### src/rtl/vec_serializer.sv
// Spreads one packed signed vector over Elements output beats, narrowing each element.
// Define VEC_SERIALIZER_SAT_EN for saturating narrowing; otherwise elements wrap (truncate).
module vec_serializer #(
  parameter  int Elements = 4,
  parameter  int NBitsIn  = 16,
  parameter  int NBitsOut = 8,
  localparam int IdxBits  = (Elements > 1) ? $clog2(Elements) : 1
) (
  input  logic                              clk_in,
  input  logic                              rst_in,
  input  logic [Elements-1:0][NBitsIn-1:0]  in_data,
  input  logic                              in_valid,
  output logic                              in_ready,
  output logic signed [NBitsOut-1:0]        out_data,
  output logic                              out_valid,
  input  logic                              out_ready,
  output logic [IdxBits-1:0]                out_idx,
  output logic                              out_last
);

  typedef enum logic {IDLE = 1'b0, SEND = 1'b1} state_t;

  localparam logic [IdxBits-1:0] LAST_IDX = IdxBits'(Elements - 1);

`ifdef VEC_SERIALIZER_SAT_EN
  localparam logic signed [NBitsIn-1:0] SAT_MAX =
    {{(NBitsIn - NBitsOut + 1){1'b0}}, {(NBitsOut - 1){1'b1}}};
  localparam logic signed [NBitsIn-1:0] SAT_MIN = ~SAT_MAX;

  function automatic logic signed [NBitsOut-1:0] narrow(input logic signed [NBitsIn-1:0] v);
    logic signed [NBitsIn-1:0] c;
    if (v > SAT_MAX)      c = SAT_MAX;
    else if (v < SAT_MIN) c = SAT_MIN;
    else                  c = v;
    return NBitsOut'(c);
  endfunction
`else
  function automatic logic signed [NBitsOut-1:0] narrow(input logic signed [NBitsIn-1:0] v);
    return NBitsOut'(v);
  endfunction
`endif

  state_t                           r_state, w_state_nxt;
  logic [IdxBits-1:0]               r_idx, w_idx_nxt;
  logic [Elements-1:0][NBitsIn-1:0] r_buf;
  logic signed [NBitsIn-1:0]        w_elem;
  logic                             w_out_valid, w_last, w_beat, w_in_ready, w_capture;

  assign w_out_valid = (r_state == SEND);
  assign w_last      = w_out_valid && (r_idx == LAST_IDX);
  assign w_beat      = w_out_valid && out_ready;
  // A vector can be taken while the final beat of the previous one drains.
  assign w_in_ready  = (r_state == IDLE) || (w_beat && w_last);
  assign w_capture   = in_valid && w_in_ready;

  generate
    if (Elements > 1) begin : g_sel
      assign w_elem = r_buf[r_idx];
    end else begin : g_single
      assign w_elem = r_buf[0];
    end
  endgenerate

  assign in_ready  = w_in_ready;
  assign out_valid = w_out_valid;
  assign out_idx   = r_idx;
  assign out_last  = w_last;
  assign out_data  = narrow(w_elem);

  always_comb begin
    w_state_nxt = r_state;
    w_idx_nxt   = r_idx;
    if (w_capture) begin
      w_state_nxt = SEND;
      w_idx_nxt   = '0;
    end else if (w_beat) begin
      if (w_last) begin
        w_state_nxt = IDLE;
        w_idx_nxt   = '0;
      end else begin
        w_idx_nxt   = r_idx + IdxBits'(1);
      end
    end
  end

  always_ff @(posedge clk_in) begin
    if (rst_in) begin
      r_state <= IDLE;
      r_idx   <= '0;
    end else begin
      r_state <= w_state_nxt;
      r_idx   <= w_idx_nxt;
    end
  end

  always_ff @(posedge clk_in) begin
    if (rst_in) begin
      r_buf <= '0;
    end else if (w_capture) begin
      r_buf <= in_data;
    end
  end

endmodule

### config.mk
export PLATFORM = sky130hd
export DESIGN_NAME = vec_serializer
export DESIGN_NICKNAME = d
export VERILOG_FILES = /design/src/rtl/vec_serializer.sv
export SDC_FILE = /design/constraint.sdc
export NUM_CORES = 1
export LEC_CHECK = 0
export ABC_AREA = 1
export BUFFER_PORTS_ARGS = -buffer_cell sky130_fd_sc_hd__buf_4
export CELL_PAD_IN_SITES_DETAIL_PLACEMENT = 1
export CELL_PAD_IN_SITES_GLOBAL_PLACEMENT = 1
export CORE_AREA = 2 2 78 80
export CTS_CLUSTER_DIAMETER = 50
export DETAILED_ROUTE_END_ITERATION = 16
export DIE_AREA = 0 0 80 82
export PLACE_DENSITY = 0.91
export SLEW_MARGIN = 20
export SYNTH_ARGS = -nofsm -noshare
export SYNTH_HDL_FRONTEND = slang
export SYNTH_SLANG_ARGS = --single-unit
### constraint.sdc
create_clock -name clk_in -period 3.12 [get_ports clk_in]
set_clock_uncertainty 0.05 [all_clocks]
set_input_delay 0.468 -clock clk_in [delete_from_list [all_inputs] [get_ports clk_in]]
set_output_delay 0.468 -clock clk_in [all_outputs]
set_load 0.02 [all_outputs]
==> results of run 1 <==
[final timing paths]
| check | end | slack [ps] | from | cells past startpoint |
|---|---|---|---|---|
| min | out_valid | 290 | rst_in | 2 |
| min reg2reg | r_buf[23] | 440 | r_buf[23] | 2 |
| max | in_ready | 990 | out_idx[1] | 4 |
| max reg2reg | r_buf[4] | 1190 | out_idx[1] | 7 |
[flip-flops by register name (all words and copies together), names as in the netlist]
register	count
out_valid	1
r_buf	32
out_idx	2
[final cells by class]
class | instances | area share, %
clock inverter | 1 | 0.212
sequential | 35 | 29.7
multi-input combinational | 193 | 40.9
timing repair buffer | 50 | 15.9
clock buffer | 6 | 3.50
inverter | 37 | 5.88
tap | 75 | 3.97
[cells by family after synthesis]
logic type	count (synthesis)
simple gates	134
compound gates	58
buf+inv	58
flops	35
fa+ha+maj	1
[through the flow]
stage / std cells / utilization, % / hold slack, ps / power (W) / setup slack (ps)
final: 397 / 41.1 / 290 / 0.00108 / 993
after global routing: 397 / 41.1 / 288 / 0.00114 / 859
after CTS: 397 / 41.1 / 284 / 0.00109 / 973
after detailed placement: 390 / 39.6 / 424 / 0.000765 / 1200
after global placement: 390 / 39.6 / 409 / 0.000755 / 1220
after floorplan: 286 / - / 396 / 0.000693 / 1210
[power groups by stage]
stage | clock network [W] | logic [W] | registers [W]
CTS | 0.000336 | 0.000245 | 0.000510
finish | 0.000330 | 0.000241 | 0.000510
global route | 0.000354 | 0.000271 | 0.000514
global placement | 0 | 0.000237 | 0.000518
detailed placement | 0 | 0.000244 | 0.000520
floorplan | 0 | 0.000178 | 0.000515
[metal layers]
layer / global-route usage (%) / vias up / part of all wire, %
li1: - / 965 / -
met1: 16.5 / 873 / 40
met2: 29.8 / 39 / 54
met3: 3.96 / 8 / 4.3
met4: 4.24 / 0 / 1.5
met5: 0 / - / 0
[layout by cell type (no fill, tap or decap)]
master / n
dfxtp_1: 35
a21oi_1: 5
nand2_4: 1
nand3_1: 33
nand2_2: 1
ha_1: 1
clkbuf_8: 6
buf_4: 50
inv_1: 36
clkinv_2: 1
nor2_1: 60
a21oi_2: 29
o21ai_1: 1
nand2_1: 39
inv_2: 1
o21ai_0: 23
==> results.sh, run 1 <==
export IMPL_grt_use_total_pct=15.4
export IMPL_period_minus_slack_ps=2130
export IMPL_root_buffer="clkbuf_8"
export IMPL_drive_gt1_share_pct=27.6
export IMPL_ctsLongestPathBuffers=2
export IMPL_synthMuxAreaShare_pct=0
export IMPL_cts_sinks=35
export IMPL_vias_per_cell=4.75
export IMPL_slew_limit_headroom_pct=36.1
export IMPL_critical_path_max_stage_delay_ps=410
export IMPL_fill_cells=768
export IMPL_gr_total_overflow=0
export IMPL_critPathLaunchType="flip-flop"
export IMPL_synthXorXnorAreaFrac_pct=0
export IMPL_hold_viol=0
export IMPL_portBuffers=48
export IMPL_grt_antenna_before_repair=0
export IMPL_grt_pass1_vias=1816
export IMPL_ys_seq_area_share_pct=35.7
export IMPL_yosys_warnings=0
export IMPL_cts_setup_buffers=0
export IMPL_critPathSlowestCell="nand2_4"
export IMPL_synth_compound_area_share_pct=20.3
export IMPL_place_gp_congestion=0.719
export IMPL_p_sw_w=0.000317
export IMPL_crit_required_ps=2600
export IMPL_cp_end_kind="primary output"
export IMPL_cts_buffers=5
export IMPL_status="finished clean"
export IMPL_synth_edff_count=0
export IMPL_synthTopCellsByArea="dfxtp_1 36%, a21oi_2 13%, nor2_1 11%, nand3_1 8.4%, nand2_1 7.5%"
export IMPL_h_tree_depth=2
export IMPL_cts_repair_resized=0
export IMPL_path_cells="ha_1, nand2_2, nand2_4, buf_4"
export IMPL_worstSetupPathType="reg2out"
export IMPL_synth_top_family_by_area="simple AND/OR/NAND/NOR gates"
export IMPL_period_share_pct=68.2
export IMPL_pin_count=81
export IMPL_ys_ff_latch=35
export IMPL_final_setup_tns_ps=0
export IMPL_power_density_mw_per_mm2=457
export IMPL_max_freq_ghz=0.470
export IMPL_core_area_mm2=0.00575
export IMPL_p_seq_share_pct=47.2
export IMPL_arrival_ps=1610
export IMPL_grt_pass1_wl_mm=7.94
export IMPL_cp_max_fo=45
export IMPL_insertion_delay_ps=280
export IMPL_wirelength_mm=4.74
export IMPL_p_comb_share_pct=22.3
export IMPL_start_util_pct=34.2
export IMPL_wl_per_cell_um=11.9
export IMPL_cts_tree="yes"
export IMPL_nets=391
export IMPL_cp_top_family="simple AND/OR/NAND/NOR gates"
export IMPL_clkTransAtPathRegs_ps=70
export IMPL_multi_input_area_um2=966
export IMPL_place_area_mm2=0.00227
export IMPL_hold_class="in2reg"
export IMPL_die_h_um=82
export IMPL_yosys_area_share_simple_pct=28.2
export IMPL_std_cell_rows=28
export IMPL_synthAdderAreaFrac_pct=0.637
export IMPL_maxSlewViolCount=0
export IMPL_dr_first_iter_drc_count=110
export IMPL_setup_viol=0
export IMPL_synthTopCellsByCount="60 x nor2_1, 39 x nand2_1, 36 x inv_1, 35 x dfxtp_1, 33 x nand3_1"
export IMPL_avgSynthCellArea_um2=6.86
export IMPL_worstMarginPinSlew_ps=958
export IMPL_die_width_um=80
export IMPL_drtAntennaViolNets=0
export IMPL_dr_pass1_iters=4
export IMPL_synth_most_common_cell="nor2_1"
export IMPL_seq_area_um2=701
export IMPL_syn_num_nets=355
export IMPL_area_growth_pct=20.3
export IMPL_fin_area_mm2=0.00236
export IMPL_antennaDiodeCount=0
export IMPL_synthDistinctLibCells=18
export IMPL_vias=1885
export IMPL_holdBufCountCts=0
export IMPL_synth_flop_cell="dfxtp_1"
export IMPL_drc=0
export IMPL_synth_top_area_cell="dfxtp_1"
export IMPL_grt_max_degree=66
export IMPL_synthArstFlopShare_pct=0
export IMPL_switching_share_pct=29.4
export IMPL_die_area_mm2=0.00656
export IMPL_rsz0062_at_grt="no"
export IMPL_ir_drop_uv=237
export IMPL_netlist_area_leader_share_pct=35.7
export IMPL_intPower_w=0.000762
export IMPL_dp_hpwl_mm=3.38
export IMPL_p_leak_nw=1.16
export IMPL_p_clk_share_pct=30.5
export IMPL_critPathBufInv=1
export IMPL_synth_area_mm2=0.00196
export IMPL_max_cap_violations=0
export IMPL_synthCells=286
Power figures use the tool's default switching activity.
==> inputs of run 2 (changes only) <==
Settings changed: CORE_AREA 2 2 78 80 to 2 2 86 88, DIE_AREA 0 0 80 82 to 0 0 88 90, PLACE_DENSITY 0.91 to 0.81.
Clock period 3.12 ns to 1.8 ns, I/O delays scaled along.
==> run 2 against run 1 <==
Against the previous run:
- the flow now finishes with violations (setup timing)
- clock-buffer cell count is 2 higher
- core utilization shrank 2.8 points
- combinational power is 98% higher
- setup slack worse by 1000 ps
- critical path depth is 2 higher
- sequential share of layout area down 3.3 points
- design area is 14% higher
- global-route usage decreased by 1.2 points
- hold slack worse by 210 ps
- clock power up 93%
- sequential power is 74% higher
- critical endpoint is now out_data[4]
==> results.sh, run 2 (synthesis results as in run 1) <==
export IMPL_status="complete, but fails checks"
export IMPL_violations="setup timing"
export IMPL_period_share_pct=100
export IMPL_period_minus_slack_ps=1810
export IMPL_cp_max_fo=7
export IMPL_die_area_mm2=0.00792
export IMPL_worstHoldPathCells=2
export IMPL_largest_reg_flops=32
export IMPL_most_common_layout_cells="53 x nor2_1, 49 x buf_4, 39 x nand2_1"
export IMPL_grt_pass1_vias=1950
export IMPL_antennaDiodeCount=0
export IMPL_cts_buffers=5
export IMPL_max_freq_ghz=0.554
export IMPL_drive_gt1_share_pct=36.0
export IMPL_gr_total_overflow=0
export IMPL_holdWs_ps=75.6
export IMPL_critPathLaunchType="flip-flop"
export IMPL_hold_viol=0
export IMPL_area_growth_pct=37.0
export IMPL_rsz0062_at_grt="yes"
export IMPL_regMostFlops="r_buf"
export IMPL_final_setup_tns_ps=-6.61
export IMPL_ctsLongestPathBuffers=2
export IMPL_clkTransAtPathRegs_ps=80
export IMPL_worstSetupPathType="reg2out"
export IMPL_maxSlewViolCount=0
export IMPL_wirelength_mm=5.44
export IMPL_vias=1962
export IMPL_dp_hpwl_mm=3.73
export IMPL_h_tree_depth=2
export IMPL_grt_max_degree=34
export IMPL_wl_met3_um=218
export IMPL_place_gp_congestion=0.723
export IMPL_drtAntennaViolNets=0
export IMPL_final_common_cell="nor2_1"
export IMPL_postLayoutSetupSlackWorst_ps=-6.61
export IMPL_worstReg2RegStart="out_idx[1]"
export IMPL_dr_pass1_iters=4
export IMPL_route_top_layer_used="met4"
export IMPL_pre_cts_slack_ps=156
export IMPL_pin_count=81
export IMPL_wl_met1_mm=2.21
export IMPL_insertion_delay_ps=300
export IMPL_final_cells=435
export IMPL_root_buffer="clkbuf_8"
export IMPL_nets=404
export IMPL_cp_end_kind="primary output"
export IMPL_final_util_pct=38.3
export IMPL_grt_pass1_wl_mm=8.85
export IMPL_rr_endpoint="r_buf[23]"
export IMPL_dp_cells=422
export IMPL_ir_drop_uv=267
export IMPL_core_area_mm2=0.00702
export IMPL_hp_start="rst_in"
export IMPL_max_cap_violations=0
export IMPL_p_leak_nw=1.28
export IMPL_hold_class="in2reg"
export IMPL_fill_cells=878
export IMPL_die_h_um=90
export IMPL_reg2reg_setup_slack_ps=290
export IMPL_dr_first_iter_drc_count=88
export IMPL_setup_viol=1
export IMPL_arrival_ps=1490
export IMPL_die_width_um=88
export IMPL_cts_sinks=35
export IMPL_vias_per_cell=4.51
export IMPL_start_util_pct=28.0
export IMPL_crit_required_ps=1480
export IMPL_portBuffers=48
export IMPL_std_cell_rows=31
export IMPL_wl_per_cell_um=12.5
export IMPL_hold_end="out_valid"
export IMPL_grt_use_total_pct=14.2
export IMPL_power_density_mw_per_mm2=744
export IMPL_drc=0
export IMPL_worstMarginPinSlew_ps=328
export IMPL_cts_tree="yes"
export IMPL_r2r_cells=8
export IMPL_slew_limit_headroom_pct=78.2
export IMPL_grt_antenna_before_repair=0
export IMPL_met2_length_mm=2.93
-- run 2: cell types whose count changed in the layout (fill, tap and decap cells not counted), moves of 5 or more --
cell / change
nor2_4: +5
nor2_1: -7
o21ai_2: +9
buf_12: +5
buf_6: +9
o21ai_0: -15
o21ai_1: +6
-- run 2: final cells by class --
type	count	area, µm²	share of cell area [%]
Clock buffer	8	100	3.72
Inverter	37	145	5.40
Multi-Input combinational cell	193	1040	38.8
Sequential cell	35	708	26.3
Tap cell	99	124	4.61
Timing Repair Buffer	63	569	21.2
-- run 2: report_power, final --
| part | switching (W) | leakage, nW | total [W] | internal (W) |
|---|---|---|---|---|
| registers | 0.0000506 | 0.292 | 0.000887 | 0.000836 |
| logic | 0.000259 | 0.935 | 0.000478 | 0.000219 |
| clock network | 0.000287 | 0.0515 | 0.000636 | 0.000349 |
-- run 2: worst max-delay path, stage by stage, from the launching register on --
cell and delay [ps]:
dfxtp_4 360, clkinvlp_4 200, buf_6 190, nor2_2 90
o21ai_0 80, o21ai_1 100, buf_4 160
-- run 2: through the flow --
stage / power [W] / cell area (µm²)
3_3_place_gp: 0.00134 / 2410
4_1_cts: 0.00199 / 2570
3_5_place_dp: 0.00136 / 2410
5_1_grt: 0.00211 / 2690
2_1_floorplan: 0.00120 / 1960
6_report: 0.00200 / 2690
-- run 2: how the worst max path moves through the flow --
| stage | start | cells after the start | to |
|---|---|---|---|
| after detailed placement | out_idx[1] | 5 | out_data[4] |
| after global placement | out_idx[1] | 4 | out_data[3] |
| after global routing | out_idx[1] | 6 | out_data[7] |
| after CTS | out_idx[1] | 6 | out_data[2] |
| final | out_idx[1] | 6 | out_data[4] |
| after floorplan | out_idx[0] | 4 | out_data[0] |
-- run 2: per-layer routing --
metal  global-route usage (%)  vias up
li1                         -      995
met1                     16.5      926
met2                     24.8       33
met3                     3.95        8
met4                     4.36        0
met5                        0        -
-- run 2: repair_timing --
action	CTS	global route
endpoints found under the setup margin	8	8
setup buffers	3	3
gates resized for setup	13	40
gates cloned	0	0
pin swaps	0	7
hold endpoints to repair	0	0
hold buffers	0	0
